--- src/rtl/dmem_arbiter.sv ---
// Two-port data-memory arbiter: a CPU and a loader/DMA share one single-cycle memory.
// Each access takes one grant cycle in IDLE, one ISSUE cycle and one RESP cycle; contested grants alternate.
module dmem_arbiter #(
  parameter int              AW        = 32,
  parameter logic [AW-1:0]   FLAG_ADDR = AW'(32'h02000008)
) (
  input  logic          clk,
  input  logic          reset,

  input  logic          cpu_req,
  input  logic          cpu_we,
  input  logic [AW-1:0] cpu_addr,
  input  logic [31:0]   cpu_wdata,
  output logic [31:0]   cpu_rdata,
  output logic          cpu_ack,
  output logic          cpu_stall,

  input  logic          dma_req,
  input  logic          dma_we,
  input  logic [AW-1:0] dma_addr,
  input  logic [31:0]   dma_wdata,
  output logic [31:0]   dma_rdata,
  output logic          dma_ack,

  output logic          mem_en,
  output logic          mem_we,
  output logic [AW-1:0] mem_addr,
  output logic [31:0]   mem_wdata,
  input  logic [31:0]   mem_rdata,

  output logic          flag
);

  typedef enum logic [1:0] {
    IDLE  = 2'd0,
    ISSUE = 2'd1,
    RESP  = 2'd2
  } state_t;

  typedef enum logic {
    GNT_CPU = 1'b0,
    GNT_DMA = 1'b1
  } gnt_t;

  state_t        state;
  gnt_t          last_grant;
  gnt_t          grant_id;
  logic          lat_we;
  logic          cpu_ack_q;
  logic          dma_ack_q;
  logic [31:0]   cpu_rdata_q;
  logic [31:0]   dma_rdata_q;

  gnt_t          winner;
  logic          win_we;
  logic [AW-1:0] win_addr;
  logic [31:0]   win_wdata;

  // DMA wins only when alone or when the CPU had the previous grant.
  always_comb begin
    winner    = GNT_CPU;
    if (dma_req && (!cpu_req || last_grant == GNT_CPU)) begin
      winner = GNT_DMA;
    end
    win_we    = (winner == GNT_DMA) ? dma_we    : cpu_we;
    win_addr  = (winner == GNT_DMA) ? dma_addr  : cpu_addr;
    win_wdata = (winner == GNT_DMA) ? dma_wdata : cpu_wdata;
  end

  always_ff @(posedge clk) begin
    if (reset) begin
      state       <= IDLE;
      last_grant  <= GNT_DMA;
      grant_id    <= GNT_CPU;
      lat_we      <= 1'b0;
      flag        <= 1'b0;
      cpu_ack_q   <= 1'b0;
      dma_ack_q   <= 1'b0;
      mem_en      <= 1'b0;
      mem_we      <= 1'b0;
      mem_addr    <= '0;
      mem_wdata   <= '0;
      cpu_rdata_q <= '0;
      dma_rdata_q <= '0;
    end else begin
      cpu_ack_q <= 1'b0;
      dma_ack_q <= 1'b0;
      mem_en    <= 1'b0;
      mem_we    <= 1'b0;
      unique case (state)
        IDLE: begin
          if (cpu_req || dma_req) begin
            grant_id   <= winner;
            last_grant <= winner;
            lat_we     <= win_we;
            mem_addr   <= win_addr;
            mem_wdata  <= win_wdata;
            mem_en     <= 1'b1;
            mem_we     <= win_we;
            state      <= ISSUE;
          end
        end
        ISSUE: begin
          if (grant_id == GNT_CPU && lat_we && mem_addr == FLAG_ADDR) begin
            flag <= 1'b1;
          end
          cpu_ack_q <= (grant_id == GNT_CPU);
          dma_ack_q <= (grant_id == GNT_DMA);
          state     <= RESP;
        end
        RESP: begin
          // Memory data is only present during RESP, so loads are captured for later cycles.
          if (!lat_we) begin
            if (grant_id == GNT_CPU) begin
              cpu_rdata_q <= mem_rdata;
            end else begin
              dma_rdata_q <= mem_rdata;
            end
          end
          state <= IDLE;
        end
        default: state <= IDLE;
      endcase
    end
  end

  // A reset landing on the RESP cycle suppresses the pending acknowledge.
  assign cpu_ack   = cpu_ack_q & ~reset;
  assign dma_ack   = dma_ack_q & ~reset;
  assign cpu_stall = cpu_req & ~cpu_ack;
  assign cpu_rdata = (cpu_ack && !lat_we) ? mem_rdata : cpu_rdata_q;
  assign dma_rdata = (dma_ack && !lat_we) ? mem_rdata : dma_rdata_q;

  assert property (@(posedge clk) disable iff (reset) mem_en |-> state == ISSUE);
  assert property (@(posedge clk) disable iff (reset) !(cpu_ack_q && dma_ack_q));
  assert property (@(posedge clk) disable iff (reset) state == ISSUE |=> state == RESP);

endmodule

--- config.mk ---
export PLATFORM = sky130hd
export DESIGN_NAME = dmem_arbiter
export DESIGN_NICKNAME = d
export VERILOG_FILES = /design/src/rtl/dmem_arbiter.sv
export SDC_FILE = /design/constraint.sdc
export NUM_CORES = 1
export LEC_CHECK = 0
export ABC_AREA = 1
export CAP_MARGIN = 40
export CORE_ASPECT_RATIO = 0.6
export CORE_UTILIZATION = 37
export CTS_BUF_LIST = sky130_fd_sc_hd__clkbuf_4 sky130_fd_sc_hd__clkbuf_8
export DETAILED_ROUTE_END_ITERATION = 8
export PLACE_DENSITY = 0.78
export SLEW_MARGIN = 10
export SYNTH_ARGS = -nofsm -noshare
export SYNTH_HDL_FRONTEND = slang
export SYNTH_SLANG_ARGS = --single-unit
--- constraint.sdc ---
create_clock -name clk -period 1.2 [get_ports clk]
set_input_delay 0.12 -clock clk [delete_from_list [all_inputs] [get_ports clk]]
set_output_delay 0.12 -clock clk [all_outputs]
set_load 0.03 [all_outputs]
# Word level (Yosys, flattened, before mapping)

Index checks and enable logic that the tools add are counted.

Register bits: 138
Output and inout port bits: 134
Word-level logic and storage cells: 54
Bits of input ports: 166

Multiplexer cells: 9
Equal/unequal tests: 4
Bitwise logic cells: 11
Reductions and logical operators: 17

Operators by type and width:

| kind                 | count |
|---|---|
| $mux 32              | 4 |
| $eq 32x26->1 const B | 1 |
| $not 1->1            | 8 |
| $reduce_and 3->1     | 2 |
| $logic_and 1x1->1    | 5 |
| $pmux 2 s2           | 1 |
| $reduce_and 2->1     | 2 |
| $reduce_or 2->1      | 2 |
| $and 1x1->1          | 3 |
| $mux 1               | 3 |
| $reduce_or 3->1      | 1 |
| $eq 2x1->1 const B   | 1 |
| $eq 2x2->1 const B   | 1 |
| $logic_not 1->1      | 2 |
| $logic_not 2->1      | 1 |
| $logic_or 1x1->1     | 2 |
| $mux 2               | 1 |
| $ne 2x2->1 const B   | 1 |

# Longest topological paths before layout

Gate-level depths: netlist of run 1.

Depth in word-level cells: 5
Depth in mapped cells: 8
Mapped depth without buffers: 7

# Least setup slack after synthesis of run 1

Ideal clock, no wire load.

Path kind: reg2out
Start point: register cpu_ack_q
End point: output port cpu_rdata[0]
Setup slack: -0.933 ns
Path buffers: 1
Arrival: 2.013 ns
Data required time: 1.080 ns
Stages on the path, launching flop included: 6
Cell sequence: dfxtp_1 -> inv_1 -> nor2_1 -> nand2_1 -> buf_2 -> o21ai_0

Cells in the longest elaborated chain, start to end: 3

Ends and longest elaborated chain:

| what                     | line | source |
|---|---|---|
| start: declaration       | 49   | `logic cpu_ack_q;` |
| start signal: assignment | 107  | `cpu_ack_q <= (grant_id == GNT_CPU);` |
| $and 1x1->1              | 128  | `assign cpu_ack = cpu_ack_q & ~reset;` |
| named net cpu_ack        | 15   | `output logic cpu_ack,` |
| $logic_and 1x1->1        | 131  | `assign cpu_rdata = (cpu_ack && !lat_we) ? mem_rdata : cpu_rdata_q;` |
| $mux 32                  | 131  |  |
| end: declaration         | 14   | `output logic [31:0] cpu_rdata,` |

The timed path passes the listed nets, and every way through them passes these cells.

# Final worst setup path of run 1

Start point: register cpu_ack_q
End point: output port cpu_rdata[25]

Cells in the longest elaborated chain, start to end: 3

Ends and longest elaborated chain:

| what              | line |
|---|---|
| $and 1x1->1       | 128 |
| $logic_and 1x1->1 | 131 |
| $mux 32           | 131 |

No other way between the ends.

==> impl_results.md, run 1 <==
* Clock root buffer: clkbuf_8
* CP Max Fanout at 12
* Core Region at 15550 um^2
* Worst-path clk slew at 0.09 ns
* I/O pins at 300
* Top-area cell type share of the netlist area at 46.29%
* Antenna cells at 0
* Port buffer count at 299
* Total track usage at 33.77%
* Vias per cell at 5.917
* P&R area growth vs syn at 129.3%
* Leakage at 5.404 nW
* Worst-path cell chain: inv_2 -> nor2_4 -> nand2_8 -> buf_12 -> o21ai_4 -> buf_6
* DRC viols at 18
* First drt pass iteration count at 9
* Non-Filler Instances at 1437
* Seq cells post-synth at 138
* Synth Instances at 842
* Max cap viols at 0
* Min Tclk post-route at 1.892 ns
* Hold depth at 3
* Max-slew violations at 0
* RSZ-0062 raised after global routing: yes
* Initial antenna violation count at 0
* Final std cell area, no fill at 13690 um^2
* Initial core utilization at 38.39%
* Fmax achieved at 0.5286 GHz
* Headroom to the max-slew limit at 73.17%
* Final worst slack at -0.6917 ns
* CP endpoint kind: output port
* Number of buffers created by CTS at 17
* Critical path arrival at 1.77 ns
* Inst Count DP at 1331
* Worst hold endpoint: mem_addr[28]$_SDFFE_PP0N_
* Hold_sp: dma_addr[28]
* Setup CP Type: register to output port
* CTS tree: done
* Final period utilization at 157.6%
* Share of post-route cells with drive strength above 1 at 51.62%
* Post-Syn Area at 5968 um^2
* Final Hold Viols at 0
* Routability cong. at 0.8507
* Die width at 166.0 um
* Die footprint at 16660 um^2
* Layout Nets at 1387
* Area leader, netlist: dfxtp_1
* Synth cell types at 17
* Cts hold-fix bufs at 0
* Worst setup path startpoint: cpu_ack_q$_SDFF_PP0_
* Die Y at 100.4 um
* Bufs and invs on worst path at 3
* Asr flop ratio synth at 0%
* Seq/Total Area, Yosys at 46.29%
* Critical-path top delay cell: dfxtp_2
* H-tree levels at 4
* Mapped Nets at 1008
* Critical Path Start Type: register
* Count leader, synth: nand2_1
* Max Root-Sink Buffers at 2
* ANT nets after route at 0
* Global-route wire length before repair at 43.29 mm
* Synth Warn # at 0
* Placed cell areas at 10360 um^2
* Final setup viols at 203
* Syn_area_per_cell at 7.088 um^2
* Worst VDD drop at 736.5 uV
* Power per cell area at 1072 nW/um^2
* Post-synth top cells: nand2_1, o21ai_0, dfxtp_1
* Worst slew pin tran at 0.3982 ns
* Final Routed Wirelength at 35.18 mm
* Cells on worst reg2reg path at 9
* Site row count at 35
* Total grt overflow at 0
* Reg2reg start: state[0]$_SDFFE_PP0P_
* Min-Delay Path Class: input pin to register
* Largest cells by area after synthesis: dfxtp_1, nand2_1, o21ai_0
* CP max stage delay at 0.34 ns
* Synth Flop Type: dfxtp_1
* Final HPWL DP at 15.26 mm
* Worst EP required at 1.08 ns
* Status: finished with violations
* FF-to-FF End: mem_addr[28]$_SDFFE_PP0N_
* Clock Skews at 0.02169 ns
* Delay-heaviest family, CP: buffers and inverters
* Vias in the first global route at 7776
* Total number of vias at 8503
* Initial DRC Count at 811
* Worst R2R Setup Slack at -0.32 ns
* Post-synth EDFFs at 0
* CTS sink cnt at 138
* Clock Latency Late Sink at 0.46 ns
* Largest net degree at the start of global routing at 66
* Post-DR wirelength/cell at 24.48 um
* Failing checks: DRC, setup timing
## cells in the final DEF (no fill, tap or decap), types with 13 or more instances in the layout
cell               n
a21oi_2           53
a31oi_1           44
a31oi_4           19
buf_12            49
buf_16            18
buf_2             35
buf_4             36
buf_6             88
buf_8             13
clkbuf_4          13
clkbuf_8          18
clkdlybuf4s50_1  164
dfxtp_1          123
dfxtp_2           14
inv_1             52
nand2_1          143
nand2_2           41
nand2_4           34
nor2_1            18
o21ai_1           29
o21ai_2           68
o21ai_4           84
## worst reg2reg max path, stage by stage, from the launching register on
cell	delay, ns
dfxtp_2	0.34
inv_2	0.09
nand2_2	0.08
nor2_4	0.22
buf_12	0.16
buf_16	0.14
buf_12	0.12
buf_8	0.12
o21ai_2	0.05
a31oi_1	0.13
## final cells by class
cell class              count  area, um^2
well taps                 203       254.0
flip-flops and latches    138        2784
repair buffers            426        5127
multi-input cells         574        4861
inverters                  64       260.3
fillers                   669        1858
clock inverters            12       138.9
clock buffers              20       262.8
## registers in the layout, indices dropped and copies added, names as in the netlist
register and flops:
mem_we 1, mem_wdata 32, last_grant 1, cpu_ack_q 1, lat_we 1, grant_id 1
dma_ack_q 1, mem_en 1, cpu_rdata_q 32, mem_addr 32, dma_rdata_q 32, flag 1
state 2
## stage by stage
stage / hold slack [ns] / TNS [ns] / setup slack, ns / power [mW] / utilization (%)
after global routing: 0.2266 / -71.95 / -0.7421 / 15.08 / 88.05
after detailed placement: 0.4527 / -77.73 / -0.5518 / 9.055 / 66.64
after floorplan: 0.1891 / -5.105 / -0.1020 / 7.110 / -
after global placement: 0.4515 / -73.55 / -0.4741 / 9.007 / 66.64
final: 0.2239 / -64.84 / -0.6917 / 14.68 / 88.05
after CTS: 0.2076 / -50.06 / -0.5667 / 13.73 / 80.94
## worst max-delay path by stage
stage	end	cells after the start	slack [ns]
global route	cpu_rdata[25]	6	-0.74
CTS	dma_rdata[21]	7	-0.57
global placement	cpu_rdata[31]	7	-0.47
floorplan	cpu_rdata[11]	5	-0.10
finish	cpu_rdata[25]	6	-0.69
detailed placement	cpu_rdata[31]	7	-0.55
## routing by layer
layer	GRT usage, %	routed length [um]	up-vias
met1	43.23	13360	4060
met2	55.37	16480	646
li1	-	-	3608
met3	7.847	3561	189
met5	0	0	-
met4	13.80	1778	0
## logic make-up (layout without fill, tap and decap cells)
group | Yosys count | after routing | synth area share [%]
flip-flops | 138 | 138 | 46.29
buffers and inverters | 130 | 522 | 8.910
AND/OR/NAND/NOR | 251 | 251 | 16.37
AO/OA/AOI/OAI | 323 | 323 | 28.43
## power by group
group,internal [mW],switching (mW),total (mW)
registers,4.95,0.352,5.30
logic,2.46,2.86,5.32
clock network,1.98,2.08,4.06
## timing repair
item,in CTS,in global routing
pin swaps,46,28
buffers inserted,36,17
gates cloned,28,12
endpoints found under the setup margin,230,206
resized for setup,577,283
(Power assumes the default switching activity.)
==> inputs of run 2 (changes only) <==
--- a/config.mk
+++ b/config.mk
@@ -12,7 +12,6 @@
 export CTS_BUF_LIST = sky130_fd_sc_hd__clkbuf_4 sky130_fd_sc_hd__clkbuf_8
 export DETAILED_ROUTE_END_ITERATION = 8
 export PLACE_DENSITY = 0.78
-export SLEW_MARGIN = 10
 export SYNTH_ARGS = -nofsm -noshare
 export SYNTH_HDL_FRONTEND = slang
 export SYNTH_SLANG_ARGS = --single-unit
==> results of run 2 <==
Final layout, timing and power as in run 1 (identical DEF).
==> inputs of run 3 (changes only) <==
--- a/config.mk
+++ b/config.mk
@@ -8,10 +8,11 @@
 export ABC_AREA = 1
 export CAP_MARGIN = 40
 export CORE_ASPECT_RATIO = 0.6
-export CORE_UTILIZATION = 37
+export CORE_UTILIZATION = 42
 export CTS_BUF_LIST = sky130_fd_sc_hd__clkbuf_4 sky130_fd_sc_hd__clkbuf_8
 export DETAILED_ROUTE_END_ITERATION = 8
-export PLACE_DENSITY = 0.78
+export PLACE_DENSITY = 0.84
+export SKIP_CTS_REPAIR_TIMING = 1
 export SYNTH_ARGS = -nofsm -noshare
 export SYNTH_HDL_FRONTEND = slang
 export SYNTH_SLANG_ARGS = --single-unit
==> constraint.sdc (replaced) <==
create_clock -name clk -period 1.9 [get_ports clk]
set_input_delay 0.19 -clock clk [delete_from_list [all_inputs] [get_ports clk]]
set_output_delay 0.19 -clock clk [all_outputs]
set_load 0.03 [all_outputs]
==> impl_results.md, run 3 (synthesized netlist as in run 1, its figures left out) <==
* Site row count at 33
* P&R area growth vs syn at 59.04%
* Flip-flop and latch area at 2766 um^2
* Worst hold slack at 0.3378 ns
* Final Routed Wirelength at 19.42 mm
* Setup CP Type: input pin to output port
* Most frequent cells in the layout: clkdlybuf4s50_1, nand2_1, dfxtp_1, o21ai_0, o21ai_1
* Critical path arrival at 1.62 ns
* H-tree levels at 4
* Fmax achieved at 0.5533 GHz
* CP Max Fanout at 18
* Worst EP required at 1.71 ns
* Layout Nets at 1278
* Final Hold Viols at 0
* Leakage at 3.928 nW
* Final HPWL DP at 13.41 mm
* Final setup viols at 0
* Clock Latency Late Sink at 0.42 ns
* Initial antenna violation count at 0
* Port buffer count at 299
* Routability cong. at 0.8243
* Vias in the first global route at 5981
* CTS sink cnt at 138
* Vias per cell at 5.063
* Share of post-route cells with drive strength above 1 at 11.49%
* Initial core utilization at 43.41%
* Finished Core Util at 69.03%
* Multi-input gate area at 2714 um^2
* Commonest non-fill, non-tap cell in the layout: clkdlybuf4s50_1
* Max Root-Sink Buffers at 2
* Final period utilization at 95.12%
* First drt pass iteration count at 5
* Die width at 155.9 um
* Clock root buffer: clkbuf_8
* Largest net degree at the start of global routing at 94
* Core Region at 13750 um^2
* Global-route wire length before repair at 29.64 mm
* Min-Delay Path Class: input pin to register
* Min Tclk post-route at 1.807 ns
* CTS tree: done
* Max cap viols at 0
* Total grt overflow at 0
* Worst VDD drop at 449.6 uV
* DRC viols at 0
* Die footprint at 14710 um^2
* Critical Path Start Type: input pin
* Status: finished, final reports clean
* Total number of vias at 6658
* Fillers at 1164
* I/O pins at 300
* Clock Skews at 0.01755 ns
* Number of buffers created by CTS at 17
* CP endpoint kind: output port
* Headroom to the max-slew limit at 68.59%
* Die Y at 94.34 um
* Power per cell area at 797.9 nW/um^2
* ANT nets after route at 0
* Initial DRC Count at 518
* Max-slew violations at 0
* Worst-path clk slew at 0.08 ns
* Post-DR wirelength/cell at 14.77 um
* Worst slew pin tran at 0.4712 ns
* Antenna cells at 0
* Total track usage at 25.58%
* RSZ-0062 raised after global routing: no
-- run 3: area by class of cell --
type	instances	share of cell area, %
clock buffer	19	2.689
clock inverter	11	1.318
inverter	64	2.531
multi-input combinational	574	28.59
sequential	138	29.15
tap	192	2.531
timing repair buffer	317	33.19
-- run 3: power breakdown --
part           total, mW  internal (mW)  switching [mW]
Combinational       2.04          0.902            1.14
Clock               2.29           1.20            1.09
Sequential          3.25           3.12           0.128
-- run 3: path summary, 6_finish.rpt --
check / start / endpoint / slack (ns) / depth (start not counted)
setup / recovery: reset / dma_rdata[8] / 0.09 / 6
hold / removal: dma_addr[26] / mem_addr[26]$_SDFFE_PP0N_ / 0.34 / 3
setup reg to reg: grant_id$_SDFFE_PP0N_ / dma_rdata_q[27]$_SDFFE_PP0P_ / 0.53 / 5
hold reg to reg: flag$_SDFFE_PP0P_ / flag$_SDFFE_PP0P_ / 0.46 / 2
-- run 3: worst max-delay path: stages --
cell	delay (ns)
clkdlybuf4s50_1	0.49
nor2_2	0.22
nand2_4	0.12
clkbuf_16	0.21
o21ai_1	0.19
buf_4	0.19
-- run 3: through the flow --
| stage | TNS [ns] | power [mW] | setup WS, ns | cell area [um^2] | std cells |
|---|---|---|---|---|---|
| floorplan | -1.892 | 4.350 | -0.06307 | 5978 | 842 |
| global placement | 0 | 5.311 | 0.1621 | 9040 | 1283 |
| detailed placement | 0 | 5.335 | 0.1466 | 9040 | 1283 |
| CTS | -3.671 | 7.644 | -0.1338 | 9420 | 1313 |
| global route | 0 | 7.963 | 0.001150 | 9492 | 1315 |
| finish | 0 | 7.573 | 0.09274 | 9492 | 1315 |
-- run 3: per-layer routing --
metal  wire [um]  up-vias  GRT usage [%]
li1            -     3370              -
met1        8323     2984          31.61
met2        8852      268          42.19
met3        1705       36          7.939
met4         538        0          9.395
met5           0        -              0
==> RTL change 1 (settings of run 3) <==
The parameter `AW` goes from 32 to 16.
--- a/src/rtl/dmem_arbiter.sv
+++ b/src/rtl/dmem_arbiter.sv
@@ -1,7 +1,7 @@
 // Two-port data-memory arbiter: a CPU and a loader/DMA share one single-cycle memory.
 // Each access takes one grant cycle in IDLE, one ISSUE cycle and one RESP cycle; contested grants alternate.
 module dmem_arbiter #(
-  parameter int              AW        = 32,
+  parameter int              AW        = 16,
   parameter logic [AW-1:0]   FLAG_ADDR = AW'(32'h02000008)
 ) (
   input  logic          clk,
Interface: changed (resized cpu_addr, dma_addr and mem_addr); port bits go from 300 to 252. No check against the original RTL was run, so the function may have changed too.
==> RTL change 1 against run 3 <==
Sequential cell count fell by 16; area after synthesis fell by 11%; total power fell by 8.6%; routed wire length fell by 14%; global-route usage fell by 1.6 points; design area fell by 11%; clock skew fell by 0.0027 ns; setup slack got worse by 0.0072 ns; highest routed layer unchanged.
==> RTL change 1: results (changes against run 3) <==
- Reg clk slew, reported paths: 0.08 ns (about the same)
- Initial DRC count: 324 (was 518)
- Worst slack at placement: 0.156 ns (was 0.147 ns)
- Synth cell count leaders: 177 x nand2_1, 149 x o21ai_0, 122 x dfxtp_1, 114 x a21oi_1, 67 x nor2_1 (was 221 x nand2_1, 165 x o21ai_0, 138 x dfxtp_1, 66 x a21oi_1, 64 x a31oi_1)
- Synth unique cells: 19 (was 17)
- Placed Cells: 1,142 (was 1,283)
- Cells after synthesis: 768 (was 842)
- Worst-Margin Slew: 0.366 ns (was 0.471 ns)
- Hpwl dp: 11.2 mm (was 13.4 mm)
- CP max FO: 26 (was 18)
- Worst clock skew: 0.0148 ns (was 0.0176 ns)
- VDD IR max: 0.446 mV (was 0.450 mV)
- Status: finished, final reports clean (unchanged)
- Worst r2r path cells: 6 (was 5)
- Area after DPL: 7850 sq um (was 9040 sq um)
- First-pass GRT wire length: 25.0 mm (was 29.6 mm)
- Port bufs: 251 (was 299)
- GRT Resource Usage Total: 0.240 (was 0.256)
- Post-synth top flop: dfxtp_1 (unchanged)
- Vias in the first global route: 5,276 (was 5,981)
- Post-synthesis sequential area ratio: 0.459 (was 0.463)
- Largest net degree at the start of global routing: 70 (was 94)
- WL final: 16.6 mm (was 19.4 mm)
- Top post-synthesis cells by area: dfxtp_1 46%, o21ai_0 14%, nand2_1 12% (was dfxtp_1 46%, nand2_1 14%, o21ai_0 14%)
- Worst hold path class: primary input to register (unchanged)
## RTL change 1: worst min-delay path, delay by kind of cell
kind / cells / cell delay [ns]
buffers and inverters: 1 / 0.40
AOI/OAI and AO/OA: 1 / 0.12
and+or+nand+nor: 1 / 0.04
## RTL change 1: cells by family after synthesis
logic type      after synthesis  share of synthesized area
buf+inv                     103                     0.0820
simple gates                252                      0.185
compound gates              291                      0.274
flops                       122                      0.459
## RTL change 1: metal layers
| metal | global-route usage | vias to the layer above | share of wire | wire length, um |
|---|---|---|---|---|
| met3 | 0.0781 | 23 | 0.084 | 1400 |
| met1 | 0.301 | 2626 | 0.45 | 7520 |
| met5 | 0 | - | 0 | 0 |
| met2 | 0.387 | 222 | 0.45 | 7430 |
| met4 | 0.0928 | 0 | 0.016 | 266 |
| li1 | - | 3001 | - | - |
## RTL change 1: path summary, 6_finish.rpt
path                               startpoint            end  slack (ns)
worst min-delay path            cpu_wdata[11]  mem_wdata[11]        0.36
worst max register to register       state[1]   mem_addr[14]        0.49
worst max-delay path                    reset  dma_rdata[23]        0.09
worst min register to register           flag           flag        0.45
## RTL change 1: area by class of cell
type                    count  area (sq um)
fillers                  1039          3800
repair buffers            270          2690
multi-input cells         543          2490
flip-flops and latches    122          2450
clock buffers              18           248
well taps                 165           206
inverters                  47           180
clock inverters            14           161
## RTL change 1: report_power, final
group / leakage, nW / internal, mW / switching (mW)
combinational: 2.38 / 0.767 / 0.963
clock: 0.203 / 1.23 / 1.12
sequential: 1.00 / 2.74 / 0.0985
==> RTL change 2 (config.mk and constraints of run 3) <==
Made on the original files. Register the output `flag` once more; this adds one clock of latency there. The other outputs are not delayed to match.
--- a/src/rtl/dmem_arbiter.sv
+++ b/src/rtl/dmem_arbiter.sv
@@ -42,6 +42,8 @@
     GNT_DMA = 1'b1
   } gnt_t;
 
+  logic flag_s0;
+
   state_t        state;
   gnt_t          last_grant;
   gnt_t          grant_id;
@@ -73,7 +75,7 @@
       last_grant  <= GNT_DMA;
       grant_id    <= GNT_CPU;
       lat_we      <= 1'b0;
-      flag        <= 1'b0;
+      flag_s0     <= 1'b0;
       cpu_ack_q   <= 1'b0;
       dma_ack_q   <= 1'b0;
       mem_en      <= 1'b0;
@@ -102,7 +104,7 @@
         end
         ISSUE: begin
           if (grant_id == GNT_CPU && lat_we && mem_addr == FLAG_ADDR) begin
-            flag <= 1'b1;
+            flag_s0 <= 1'b1;
           end
           cpu_ack_q <= (grant_id == GNT_CPU);
           dma_ack_q <= (grant_id == GNT_DMA);
@@ -135,5 +137,9 @@
   assert property (@(posedge clk) disable iff (reset) !(cpu_ack_q && dma_ack_q));
   assert property (@(posedge clk) disable iff (reset) state == ISSUE |=> state == RESP);
 
+  always_ff @(posedge clk) begin
+    flag <= flag_s0;
+  end
+
 endmodule
 
Check against the original RTL: not equivalent (Yosys sat finds a counterexample within 4 cycles, from zero or initial values and one cycle with reset high).
==> RTL change 2 against run 3 <==
Global-route usage rose by 0.082 points; routed wire length decreased by 1.2%; sequential cell count rose by 1; non-clock buffer count is 3 higher; area after synthesis increased by 0.34%; critical endpoint is now cpu_rdata[19]; total power grew 5.8%; design area increased by 1.6%; setup slack got worse by 0.0033 ns; utilization grew 0.91 points.
==> RTL change 2: results (changes against run 3) <==
- Vias in the first global route: 6,115 (was 5,981)
- Worst hold path class: primary input to register (unchanged)
- Reg clk slew, reported paths: 0.09 ns
- Max-slew headroom: 0.729 (was 0.686)
- DR WL/cell: 14.5 um (was 14.8 um)
- Top post-synthesis cells by area: dfxtp_1 46%, nand2_1 14%, o21ai_0 14% (unchanged)
- Fin cells: 1,321 (was 1,315)
- Initial DRC count: 474 (was 518)
- First-pass GRT wire length: 29.9 mm (was 29.6 mm)
- Post-synthesis sequential area ratio: 0.465 (was 0.463)
- Leak: 3.99 nW (was 3.93 nW)
- H-tree depth: 4 (unchanged)
- Met3 Wirelength: 1.44 mm (was 1.71 mm)
- Synth cell count leaders: 221 x nand2_1, 165 x o21ai_0, 139 x dfxtp_1, 66 x a21oi_1, 64 x a31oi_1 (was 221 x nand2_1, 165 x o21ai_0, 138 x dfxtp_1, 66 x a21oi_1, 64 x a31oi_1)
- Post-Syn Nets: 1,009 (was 1,008)
- RePlAce Congestion: 0.827 (was 0.824)
- Hpwl dp: 13.8 mm (was 13.4 mm)
- M1 WL: 8.37 mm (was 8.32 mm)
- Clock Latency Late Sink: 0.43 ns
- VDD IR max: 0.371 mV (was 0.450 mV)
- CP max FO: 26 (was 18)
- Layout cells sized above 1: 0.121 (was 0.115)
- WL met2: 8.95 mm (was 8.85 mm)
- Ant diodes: 0 (unchanged)
- Largest net degree at the start of global routing: 100 (was 94)
- Synth unique cells: 17 (unchanged)
- Worst clock skew: 0.0203 ns (was 0.0176 ns)
- Cells after synthesis: 843 (was 842)
- Worst Path Arrival: 1.62 ns (about the same)
- Vias: 6,586 (was 6,658)
- GRT Resource Usage Total: 0.257 (was 0.256)
- Status: finished, final reports clean (unchanged)
==> RTL change 2: cell count changes in the layout (fill, tap and decap cells not counted), sizes merged <==
cell           change
buf                +6
bufinv             +2
clkdlybuf4s50      -2
clkinv             -2
inv                +2
clkbuf             -1
dfxtp              +1
==> RTL change 2: through the flow <==
stage               setup WS, ns  hold WS [ns]  setup TNS, ns  area, sq um
finish                    0.0895         0.316              0         9650
global route             -0.0262         0.311        -0.0749         9650
CTS                       0.0452         0.301              0         9600
detailed placement         0.153         0.340              0         9150
global placement           0.143         0.351              0         9150
floorplan                -0.0631         0.259          -1.89         6000
==> RTL change 2: kinds of logic (layout without fill, tap and decap cells) <==
kind of cell	Yosys count	after routing	share of synthesized area
AO/OA/AOI/OAI	323	323	0.283
buffers and inverters	130	416	0.0888
AND/OR/NAND/NOR	251	251	0.163
flip-flops	139	139	0.465
==> RTL change 2: report_power, final <==
| part | leakage (nW) | internal (mW) | switching [mW] | total (mW) |
|---|---|---|---|---|
| clock network | 0.220 | 1.49 | 1.19 | 2.68 |
| logic | 2.63 | 0.921 | 1.14 | 2.06 |
| registers | 1.14 | 3.14 | 0.129 | 3.27 |
==> RTL change 2: layout make-up <==
cell class / count / area, sq um
inverters: 64 / 241
clock inverters: 13 / 189
clock buffers: 19 / 255
multi-input cells: 574 / 2710
well taps: 192 / 240
repair buffers: 320 / 3230
fillers: 1164 / 4150
flip-flops and latches: 139 / 2780
==> RTL change 2: worst max-delay path, cell delays in order, from the launching register on <==
cell     delay, ns
dfxtp_1       0.30
inv_1         0.06
nor2_2        0.04
nand2_2       0.11
buf_4         0.28
nand2_1       0.08
o21ai_1       0.12
buf_4         0.19
==> RTL change 2: worst paths after layout <==
path | startpoint | end | slack, ns | depth (start not counted)
worst max register to register | grant_id | dma_rdata_q[6] | 0.49 | 5
worst max-delay path | cpu_ack_q | cpu_rdata[19] | 0.09 | 7
worst min register to register | flag_s0 | flag | 0.35 | 0
worst min-delay path | cpu_addr[25] | mem_addr[25] | 0.32 | 3
==> RTL change 2: layer usage <==
metal  up-vias  global-route usage
li1       3371                   -
met3        27              0.0688
met1      2950               0.306
met5         -                   0
met2       238               0.442
met4         0               0.103
